**src/rtl/if_id_stage_pkg.sv**
```systemverilog
// Shared constants for the fetch stage and IF/ID register.
package if_id_stage_pkg;

  localparam int unsigned  INST_W        = 32;
  localparam logic [31:0]  NOP           = 32'h0000_0000;
  localparam logic [31:0]  PC_RESET_DFLT = 32'h0000_0000;

endpackage

```
**src/rtl/if_id_stage_sat_counter.sv**
```systemverilog
// Saturating up-counter: holds at all-ones instead of wrapping.
module sat_counter #(
  parameter int unsigned CNT_W = 32
) (
  input  logic             clk,
  input  logic             reset_n,
  input  logic             inc,
  output logic [CNT_W-1:0] count
);

  logic [CNT_W-1:0] count_q;

  always_ff @(posedge clk or negedge reset_n) begin
    if (!reset_n) begin
      count_q <= '0;
    end else if (inc && !(&count_q)) begin
      count_q <= count_q + 1'b1;
    end
  end

  assign count = count_q;

endmodule

```
**src/rtl/if_id_stage.sv**
```systemverilog
// Fetch stage with PC, IF/ID pipeline register, stall/redirect handling and debug counters.
module if_id_stage
  import if_id_stage_pkg::*;
#(
  parameter logic [31:0] PC_RESET = PC_RESET_DFLT,
  parameter int unsigned CNT_W    = 32
) (
  input  logic              clk,
  input  logic              reset_n,
  input  logic              stall,
  input  logic              redirect,
  input  logic [31:0]       redirect_target,
  output logic [31:0]       imem_addr,
  input  logic [INST_W-1:0] imem_data,
  output logic [31:0]       if_id_pc4,
  output logic [INST_W-1:0] if_id_inst,
  output logic              if_id_valid,
  output logic              id_ex_bubble,
  output logic [CNT_W-1:0]  stall_cycles,
  output logic [CNT_W-1:0]  flush_cycles
);

  logic [31:0]       pc_q;
  logic [31:0]       pc4_q;
  logic [INST_W-1:0] inst_q;
  logic              valid_q;
  logic [31:0]       pc_plus4;

  assign pc_plus4 = pc_q + 32'd4;

  // Redirect wins over stall: the stalled ID instruction is younger than the branch in EX.
  always_ff @(posedge clk or negedge reset_n) begin
    if (!reset_n) begin
      pc_q    <= PC_RESET;
      pc4_q   <= '0;
      inst_q  <= NOP;
      valid_q <= 1'b0;
    end else if (redirect) begin
      pc_q    <= redirect_target & ~32'd3;
      inst_q  <= NOP;
      valid_q <= 1'b0;
    end else if (!stall) begin
      pc_q    <= pc_plus4;
      pc4_q   <= pc_plus4;
      inst_q  <= imem_data;
      valid_q <= 1'b1;
    end
  end

  assign imem_addr    = pc_q;
  assign if_id_pc4    = pc4_q;
  assign if_id_inst   = inst_q;
  assign if_id_valid  = valid_q;
  assign id_ex_bubble = stall | redirect | ~valid_q;

  sat_counter #(
    .CNT_W (CNT_W)
  ) u_stall_cnt (
    .clk     (clk),
    .reset_n (reset_n),
    .inc     (stall & ~redirect),
    .count   (stall_cycles)
  );

  sat_counter #(
    .CNT_W (CNT_W)
  ) u_flush_cnt (
    .clk     (clk),
    .reset_n (reset_n),
    .inc     (redirect),
    .count   (flush_cycles)
  );

endmodule

```
**config.mk**
```make
export PLATFORM = sky130hd
export DESIGN_NAME = if_id_stage
export DESIGN_NICKNAME = d
export VERILOG_FILES = /design/src/rtl/if_id_stage_pkg.sv /design/src/rtl/if_id_stage_sat_counter.sv /design/src/rtl/if_id_stage.sv
export SDC_FILE = /design/constraint.sdc
export NUM_CORES = 1
export LEC_CHECK = 0
export CAP_MARGIN = 20
export CORE_MARGIN = 1
export CORE_UTILIZATION = 45
export CTS_CLUSTER_DIAMETER = 120
export CTS_CLUSTER_SIZE = 28
export DETAILED_ROUTE_END_ITERATION = 12
export PLACE_DENSITY = 0.77
export SLEW_MARGIN = 20
export SYNTH_ARGS = -nofsm -noshare
export SYNTH_HDL_FRONTEND = slang
export SYNTH_SLANG_ARGS = --single-unit
```
**constraint.sdc**
```tcl
create_clock -name clk -period 6.25 [get_ports clk]
set_input_delay 1.25 -clock clk [delete_from_list [all_inputs] [get_ports clk]]
set_output_delay 1.25 -clock clk [all_outputs]
set_load 0.02 [all_outputs]
```
==> reports/results.ini, run 1 <==
[pwr]
pwr-share-seq=0.414
power.net_switching_uw=845.2
p_per_area_mw_per_mm2=280.3
p_sw_frac=0.2827
internal-power_mw=2.145
power_leakage_nw=4.299
clkPwrFrac=0.375
vdd.ir_drop.worst_mv=0.1796
p_comb_frac=0.211

[sta]
setup-violations-final=0
tightestPinTransition_ps=976.7
relSlewSlack=0.3489
hold_slack_ps=495.4
fin_setup_tns_ps=0
max_freq_mhz=297.6
skew_ps=12.17
fin_crit_ps=3360
slew_viol_final=0
post-route-period-util=0.5376
hold_viol=0
rsz0062_at_grt=false

[layout]
diodes=0
final_area_mm2=0.01067
seq_area_mm2=0.003929
mostFrequentLayoutCells=clkdlybuf4s50_1, dfrtp_1, xnor2_1
nets=1044
final_layout_size_suffix_gt1_frac=0.05178
n_fill_cell=1375
layout_commonest_cell=clkdlybuf4s50_1
syn_to_final_growth_pct=39.38
multiInputGateArea_mm2=0.003528

[synthesis]
ys_types=47
ys.flop_type=dfrtp_1
synth_top_cell_by_area=dfrtp_1
yosys_warnings=0
synth-async-reset-ratio=1.000
ys_seq_area_frac=0.5133
synth_area_per_cell_um2=9.992
synth_seq_cells=157
synth_top_area_share=0.5133
synth_area_mm2=0.007654
synth-edff-count=0
synth.top_cells.by_area=dfrtp_1, xnor2_1, mux2i_1, nor2_1, nand2_1
synthCells=766

[clock_tree]
hold_buffers=0
cts_buffers=17
cts_setup_buffers=0
htreeDepth=4
cts_root_buf=clkbuf_16
tritoncts=done
clk_latency_ps=410
ctsLongestPathBuffers=2
numClockSinks=157
cts-resized-gates=0
clk_pin_slew_worst_paths_ps=60

[drt]
drt-initial-drc-count=396
avgRoutedWirePerCell_um=16.22
drt-total-wl_um=19550
firstDrtPassIters=5
avgViaCountPerCell=5.271
drcViolationCount=0
postRouteAntennaNets=0
vias=6352

[global_routing]
grt_pass1_wl_um=32020
grt_max_degree=102
antenna_found_initial=0
overflow=0
gr-usage-all-layers=0.2300
grt_pass1_vias=6187

[worst_hold_path]
min_path_type=flip-flop to flip-flop
hold_depth=1

[floorplan]
fp.coreArea_mm2=0.01658
rows=47
dieArea_mm2=0.01753
num_io_pins=230
initial_core_util=0.4615
dieWidth_um=132.4
die_h_um=132.4

[critical_path]
rr_worst_depth=5
cp.arrival_ps=2110
crit_type=input pin to output pin
crit_required_ps=5000
critPathCaptureType=output pin
ff2ff_setup_slack_ps=3640
startpoint_type=input pin
crit_path_max_fanout=3

[placement]
placed_area_mm2=0.01002
place_hpwl_um=13660
gp_congestion=0.8073
place.port_buffers=223

[flow_run]
cap_viol_max_count=0

[run_status]
status=finished, final reports clean

==> sequential cells by signal, summed over array words and instances (netlist names) <==
| signal | flops |
|---|---|
| if_id_inst | 32 |
| if_id_pc4 | 30 |
| if_id_valid | 1 |
| imem_addr | 30 |
| u_flush_cnt.count | 32 |
| u_stall_cnt.count | 32 |
==> per-layer routing <==
metal / wire, um / track usage / up-vias
met5: 0 / 0 / -
met4: 331 / 0.08301 / 0
met3: 1096 / 0.05364 / 21
met2: 9393 / 0.3626 / 187
met1: 8729 / 0.3104 / 3076
li1: - / - / 3068
==> layout make-up <==
class                      instances  share of cell area
timing repair buffer             228              0.2122
tap                              220             0.02580
multi-input combinational        560              0.3308
clock buffer                      20             0.04187
clock inverter                    11             0.01795
inverter                           9            0.003167
sequential                       157              0.3683
==> cells in the mapped netlist (4+ instances only) <==
| library cell | instances |
|---|---|
| dfrtp_1 | 157 |
| xnor2_1 | 89 |
| nor2_1 | 88 |
| nand2_1 | 67 |
| nand3_1 | 45 |
| mux2i_1 | 33 |
| nand4_1 | 32 |
| o21ai_0 | 31 |
| a21oi_1 | 28 |
| clkbuf_1 | 28 |
| xor2_1 | 24 |
| nor3_1 | 22 |
| nor4_1 | 17 |
| and4_1 | 14 |
| and3_1 | 11 |
| inv_1 | 8 |
| mux2_2 | 6 |
| or4_1 | 6 |
| and2_1 | 5 |
| buf_2 | 5 |
| buf_4 | 5 |
| nor2b_1 | 5 |
| buf_1 | 4 |
==> final timing paths <==
kind / start / to
worst max-delay path: redirect / id_ex_bubble
worst min-delay path: u_flush_cnt.count[31] / u_flush_cnt.count[31]
worst max register to register: u_stall_cnt.count[17] / u_stall_cnt.count[1]
worst min register to register: u_flush_cnt.count[31] / u_flush_cnt.count[31]
max in group asynchronous: reset_n / imem_addr[25]
min in group asynchronous: reset_n / u_stall_cnt.count[29]
==> worst max-delay path: stages <==
cell and delay (ps):
buf_4 130, nor2_4 120, nand2_1 60, clkdlybuf4s50_1 550
==> through the flow <==
step | utilization | power (mW) | std cells | setup slack, ps
6_report | 0.6433 | 2.990 | 1205 | 2890
3_5_place_dp | 0.6044 | 1.890 | 1174 | 2499
4_1_cts | 0.6429 | 3.020 | 1205 | 2875
5_1_grt | 0.6433 | 3.113 | 1205 | 2789
3_3_place_gp | 0.6044 | 1.877 | 1174 | 2583
2_1_floorplan | - | 1.548 | 769 | 2667
==> cell families after synthesis <==
family,share of synthesized area
and+or+nand+nor,0.2209
DFF,0.5133
xor gates and xnor gates,0.1293
AOI/OAI and AO/OA,0.05019
buffers and inverters,0.02893
muxes,0.05199
adders and majority gates,0.004905
other,0.0004900
==> power by group through the flow <==
| stage | Sequential [mW] | Clock [mW] | Combinational (mW) |
|---|---|---|---|
| after floorplan | 1.35 | 0 | 0.196 |
| after global placement | 1.25 | 0 | 0.627 |
| after detailed placement | 1.25 | 0 | 0.635 |
| after CTS | 1.24 | 1.14 | 0.638 |
| after global routing | 1.26 | 1.18 | 0.676 |
| final | 1.24 | 1.12 | 0.631 |
Power figures use the tool's default switching activity.
==> run 2: changes to the inputs <==
Settings changed: CORE_UTILIZATION 45 to 43.
Clock period 6.25 ns to 3 ns, I/O delays scaled along.
==> run 2 against run 1 <==
Sequential share of layout area shrank 0.19 points. Power grew 100%. Die area grew 4.6%. Largest cell class unchanged. Flip-flop and latch count is the same. Non-clock buffer count grew 8. Combinational power grew 110%. Highest routed layer is now met5. Sequential power grew 110%. Core utilization shrank 2.5 points. Cell area grew 0.53%. Worst hold slack lost 330 ps. Worst setup slack lost 2300 ps.
==> reports/results.ini, run 2 (same netlist as run 1, synthesis figures left out) <==
[global_routing]
grt_max_degree=98  ; -3.9%
grt_pass1_wl_um=31790  ; -0.73%
gr-usage-all-layers=0.2225  ; -0.007502
grt_pass1_vias=6192  ; +0.081%
antenna_found_initial=2  ; +2
overflow=0  ; unchanged

[drt]
vias=6374  ; +0.35%
postRouteAntennaNets=0  ; unchanged
drt-initial-drc-count=345  ; -13%
firstDrtPassIters=5  ; unchanged
avgRoutedWirePerCell_um=16.16  ; -0.41%
avgViaCountPerCell=5.225  ; -0.89%
drcViolationCount=0  ; unchanged
drt-total-wl_um=19710  ; +0.83%

[sta]
post-route-period-util=0.8134
hold_viol=0  ; unchanged
max_freq_mhz=409.8
tightestPinTransition_ps=923.4  ; -53.29 ps
skew_ps=10.85  ; -1.328 ps
relSlewSlack=0.3844  ; +0.03553
rsz0062_at_grt=false
setup-violations-final=0  ; unchanged
fin_crit_ps=2440
fin_setup_tns_ps=0  ; unchanged
hold_slack_ps=165.3  ; -330.1 ps
setup_slack_ps=559.8  ; -2330 ps
slew_viol_final=0  ; unchanged

[clock_tree]
htreeDepth=4  ; unchanged
tritoncts=done
cts_setup_buffers=0  ; unchanged
cts_root_buf=clkbuf_16
clk_latency_ps=430  ; +20 ps
numClockSinks=157  ; unchanged
cts_buffers=17  ; unchanged
ctsLongestPathBuffers=2  ; unchanged
cts-resized-gates=0  ; unchanged
clk_pin_slew_worst_paths_ps=60  ; about the same
hold_buffers=0  ; unchanged

[critical_path]
crit_path_max_fanout=11  ; +8
cp.arrival_ps=2750  ; +640 ps
crit_required_ps=3310  ; -1690 ps
crit_type=flip-flop to flip-flop
reg2reg_from=imem_addr[14]
critPathLaunch=imem_addr[14]
critPathCaptureType=flip-flop
startpoint_type=flip-flop

[layout]
nets=1052  ; +0.77%
n_fill_cell=1495  ; +8.7%
final_cell_count_no_fill=1220  ; +1.2%
syn_to_final_growth_pct=40.12
final_layout_size_suffix_gt1_frac=0.06036  ; +0.008586
multiInputGateArea_mm2=0.003522  ; -0.18%
layout_commonest_cell=clkdlybuf4s50_1
seq_area_mm2=0.003929  ; unchanged
final_area_mm2=0.01072  ; +0.53%
mostFrequentLayoutCells=clkdlybuf4s50_1, dfrtp_1, xnor2_1

[placement]
place_hpwl_um=13880  ; +1.6%
dp_cells=1187  ; +1.1%
gp_congestion=0.8430  ; +4.4%
placed_area_mm2=0.01011  ; +0.91%
place_ws_ps=596.9  ; -1902 ps
place.port_buffers=223  ; unchanged

[floorplan]
initial_core_util=0.4410  ; -0.02056
fp.coreArea_mm2=0.01736  ; +4.7%
dieArea_mm2=0.01834  ; +4.6%
num_io_pins=230  ; unchanged
die_h_um=135.4  ; +2.3%
dieWidth_um=135.4  ; +2.3%
rows=48  ; +2.1%

[run_status]
status=finished, final reports clean

[pwr]
vdd.ir_drop.worst_mv=0.4340  ; +140%
p_per_area_mw_per_mm2=571.2  ; +100%
power_leakage_nw=4.339  ; +0.91%

[flow_run]
cap_viol_max_count=0  ; unchanged

[worst_hold_path]
min_path_type=input pin to asynchronous set/reset pin

==> run 2: cell count changes in the layout (fill, tap and decap cells not counted) <==
cell	previous run	this run
clkbuf_1	2	1
buf_4	6	12
nor4_1	16	17
diode_2	0	1
clkinvlp_4	3	2
clkinv_2	2	3
clkinv_4	1	3
nor4_2	1	0
bufinv_16	5	3
buf_12	0	2
inv_6	0	2
==> run 2: final timing paths <==
kind / cells after the start / endpoint / slack (ps)
worst max register to register: 5 / if_id_pc4[29] / 560
min in group clk: 1 / u_flush_cnt.count[31] / 490
max in group asynchronous: 2 / if_id_inst[9] / 2100
worst min register to register: 1 / u_flush_cnt.count[31] / 490
worst max-delay path: 5 / if_id_pc4[29] / 560
worst min-delay path: 1 / u_stall_cnt.count[19] / 170
==> run 2: stage by stage <==
stage,utilization,power [mW]
finish,0.6179,6.126
global route,0.6177,6.401
CTS,0.6177,6.197
detailed placement,0.5828,3.950
global placement,0.5828,3.925
floorplan,-,3.225
==> run 2: critical path, stage by stage (launching register included) <==
cell	delay [ps]
dfrtp_1	540
nand3_1	380
or3_1	640
nor4_1	390
xor2_1	100
mux2_2	270
==> run 2: final cells by class <==
cell class / count / area share
timing repair buffer: 236 / 0.2190
tap: 225 / 0.02625
sequential: 157 / 0.3664
clock buffer: 19 / 0.04130
clock inverter: 13 / 0.01528
multi-input combinational: 560 / 0.3284
antenna: 1 / 0.0002333
inverter: 9 / 0.003150
==> run 2: where the power goes <==
group          switching [mW]  internal, mW
sequential              0.244          2.33
clock                   0.886          1.34
combinational           0.678         0.653
total                    1.81          4.32
==> run 2: per-layer routing <==
layer | vias to the layer above | global-route usage | wire length (um)
li1 | 3102 | - | -
met1 | 3059 | 0.2869 | 8773
met2 | 183 | 0.3573 | 9274
met3 | 28 | 0.06510 | 1262
met4 | 2 | 0.07428 | 388
met5 | - | 0 | 14
==> edit: new RTL, settings of run 2 <==
`INST_W`: 32 -> 36.
--- a/src/rtl/if_id_stage_pkg.sv
+++ b/src/rtl/if_id_stage_pkg.sv
@@ -2,5 +2,5 @@
 package if_id_stage_pkg;
 
-  localparam int unsigned  INST_W        = 32;
+  localparam int unsigned  INST_W        = 36;
   localparam logic [31:0]  NOP           = 32'h0000_0000;
   localparam logic [31:0]  PC_RESET_DFLT = 32'h0000_0000;
Interface: changed (resized if_id_inst and imem_data); port bits go from 230 to 238. No check against the original RTL was run, so the function may have changed too.
==> edit against run 2 <==
  * Area after synthesis up 0.54%
  * Critical path depth up 1
  * Worst setup slack better by 14 ps
  * Sequential cell count up 4
  * Routed wire length down 1.9%
  * Clock power up 3%
  * Total power up 1.7%
  * Cell area up 1.1%
==> edit: results (changes against run 2) <==
highest metal used -> met5
wire length after detailed routing -> 19300 um (-1.9%)
mean instance size in the synthesized netlist -> 10.2 um2 (+1.6%)
arrival time at the worst endpoint -> 2740 ps (about the same)
number of I/O port buffers -> 231 (+3.6%)
depth of the CTS H-tree -> 4 (unchanged)
launch point of the worst path -> u_flush_cnt.count[0]
Clk pin slew, worst setup/hold paths -> 60 ps (about the same)
worst hold-check path type -> in -> async
FF-to-FF path depth -> 6 (+1)
asr flop ratio synth -> 100% (unchanged)
global-route wire length before repair -> 31600 um (-0.74%)
number of resized instances in the post-cts repair step -> 0 (unchanged)
Compound-Gate Fraction of Synth Area -> 5.72% (+0.70 points)
first-pass detailed-route iteration total -> 4 (-1)
Largest register FFs -> 36
proportion of synthesized area in mux cells -> 5.54% (+0.35 points)
Max FO, Critical Path -> 6 (-5)
initial antenna violation count -> 1 (-1)
slowest cell on the critical path -> sky130_fd_sc_hd__or4_4
relative contribution of combinational cells to total power -> 21.4% (-0.3 points)
outcome -> finished clean
maximum cell stage delay along the critical path -> 590 ps (-50 ps)
adder-cell area share of the yosys netlist -> 0.488% (-0.0026 points)
XOR/XNOR Fraction of Synth Area -> 13.0% (+0.044 points)
Met2 Routed Length -> 9040 um (-2.6%)
met1 track utilization from global routing -> 28.8% (+0.15 points)
LEAKAGE -> 4.52 nW (+4.1%)
clock root buffer -> sky130_fd_sc_hd__clkbuf_16
via count of the first global-routing pass -> 6204 (+0.19%)
Final Max Tran Viols -> 0 (unchanged)
vias per cell -> 5.14 (-1.7%)
capturing element of the worst setup path -> u_flush_cnt.count[30]
detailed-routed wire length on met3 -> 1130 um (-11%)
Switching Power -> 1.81 mW (about the same)
total routing resource utilization after global routing -> 22.0% (-0.24 points)
HPWL Detailed -> 13800 um (-0.93%)
met1 wire length -> 8640 um (-1.5%)
top cells by instance count after synthesis -> sky130_fd_sc_hd__dfrtp_1 (161), sky130_fd_sc_hd__nor2_1 (107), sky130_fd_sc_hd__xnor2_1 (76)
worst IR drop on VDD -> 423 uV (-2.5%)
Initial DRC Count -> 440 (+28%)
power share of the sequential group -> 41.9% (about the same)
maximum number of pins on one net before global-route repair -> 63 (-36%)
diode count -> 0 (-1)
Avg WL per Cell -> 15.8 um (-1.9%)
Skew-Pair Late Insertion Delay -> 420 ps
synth unique cells -> 49 (+4.3%)
cell count after placement -> 1188 (+0.084%)
max-slew headroom at the worst pin -> 38.0% (-0.48 points)
GR Overflow Total -> 0 (unchanged)
GRT met3 Usage -> 5.65% (-0.86 points)
fraction of layout instances using a drive strength above 1 -> 5.93% (-0.11 points)
synth top area cells -> sky130_fd_sc_hd__dfrtp_1 (52%), sky130_fd_sc_hd__xnor2_1 (8.7%), sky130_fd_sc_hd__nor2_1 (5.2%)
worst hold margin -> 145 ps (-19.8 ps)
routing usage on met2 -> 34.3% (-1.4 points)
weighted congestion at the end of routability-driven global placement -> 0.803 (-4.7%)
total number of nets in the final design -> 1057 (+0.48%)
worst clock skew -> 7.95 ps (-2.90 ps)
register area share after synthesis -> 52.4% (+1.0 points)
[edit: worst max-delay path, delay by kind of cell (launching register included)]
| kind | cells | cell delay, ps |
|---|---|---|
| mux | 1 | 340 |
| fa+ha+maj | 1 | 320 |
| simple gates | 4 | 1250 |
| flops | 1 | 410 |
[edit: stage by stage]
| step | setup slack, ps | area [um2] | power (mW) |
|---|---|---|---|
| global placement | 494 | 10200 | 3.97 |
| floorplan | 608 | 7710 | 3.28 |
| detailed placement | 481 | 10200 | 3.99 |
| global route | 477 | 10800 | 6.50 |
| finish | 573 | 10800 | 6.23 |
| CTS | 600 | 10800 | 6.29 |
[edit: final cells by class]
cell class                      instances  area (um2)
Clock inverter                         10         146
Timing Repair Buffer                  238        2390
Multi-Input combinational cell        559        3510
Fill cell                            1461        6510
Clock buffer                           22         474
Inverter                                5        18.8
Sequential cell                       161        4030
Tap cell                              225         282
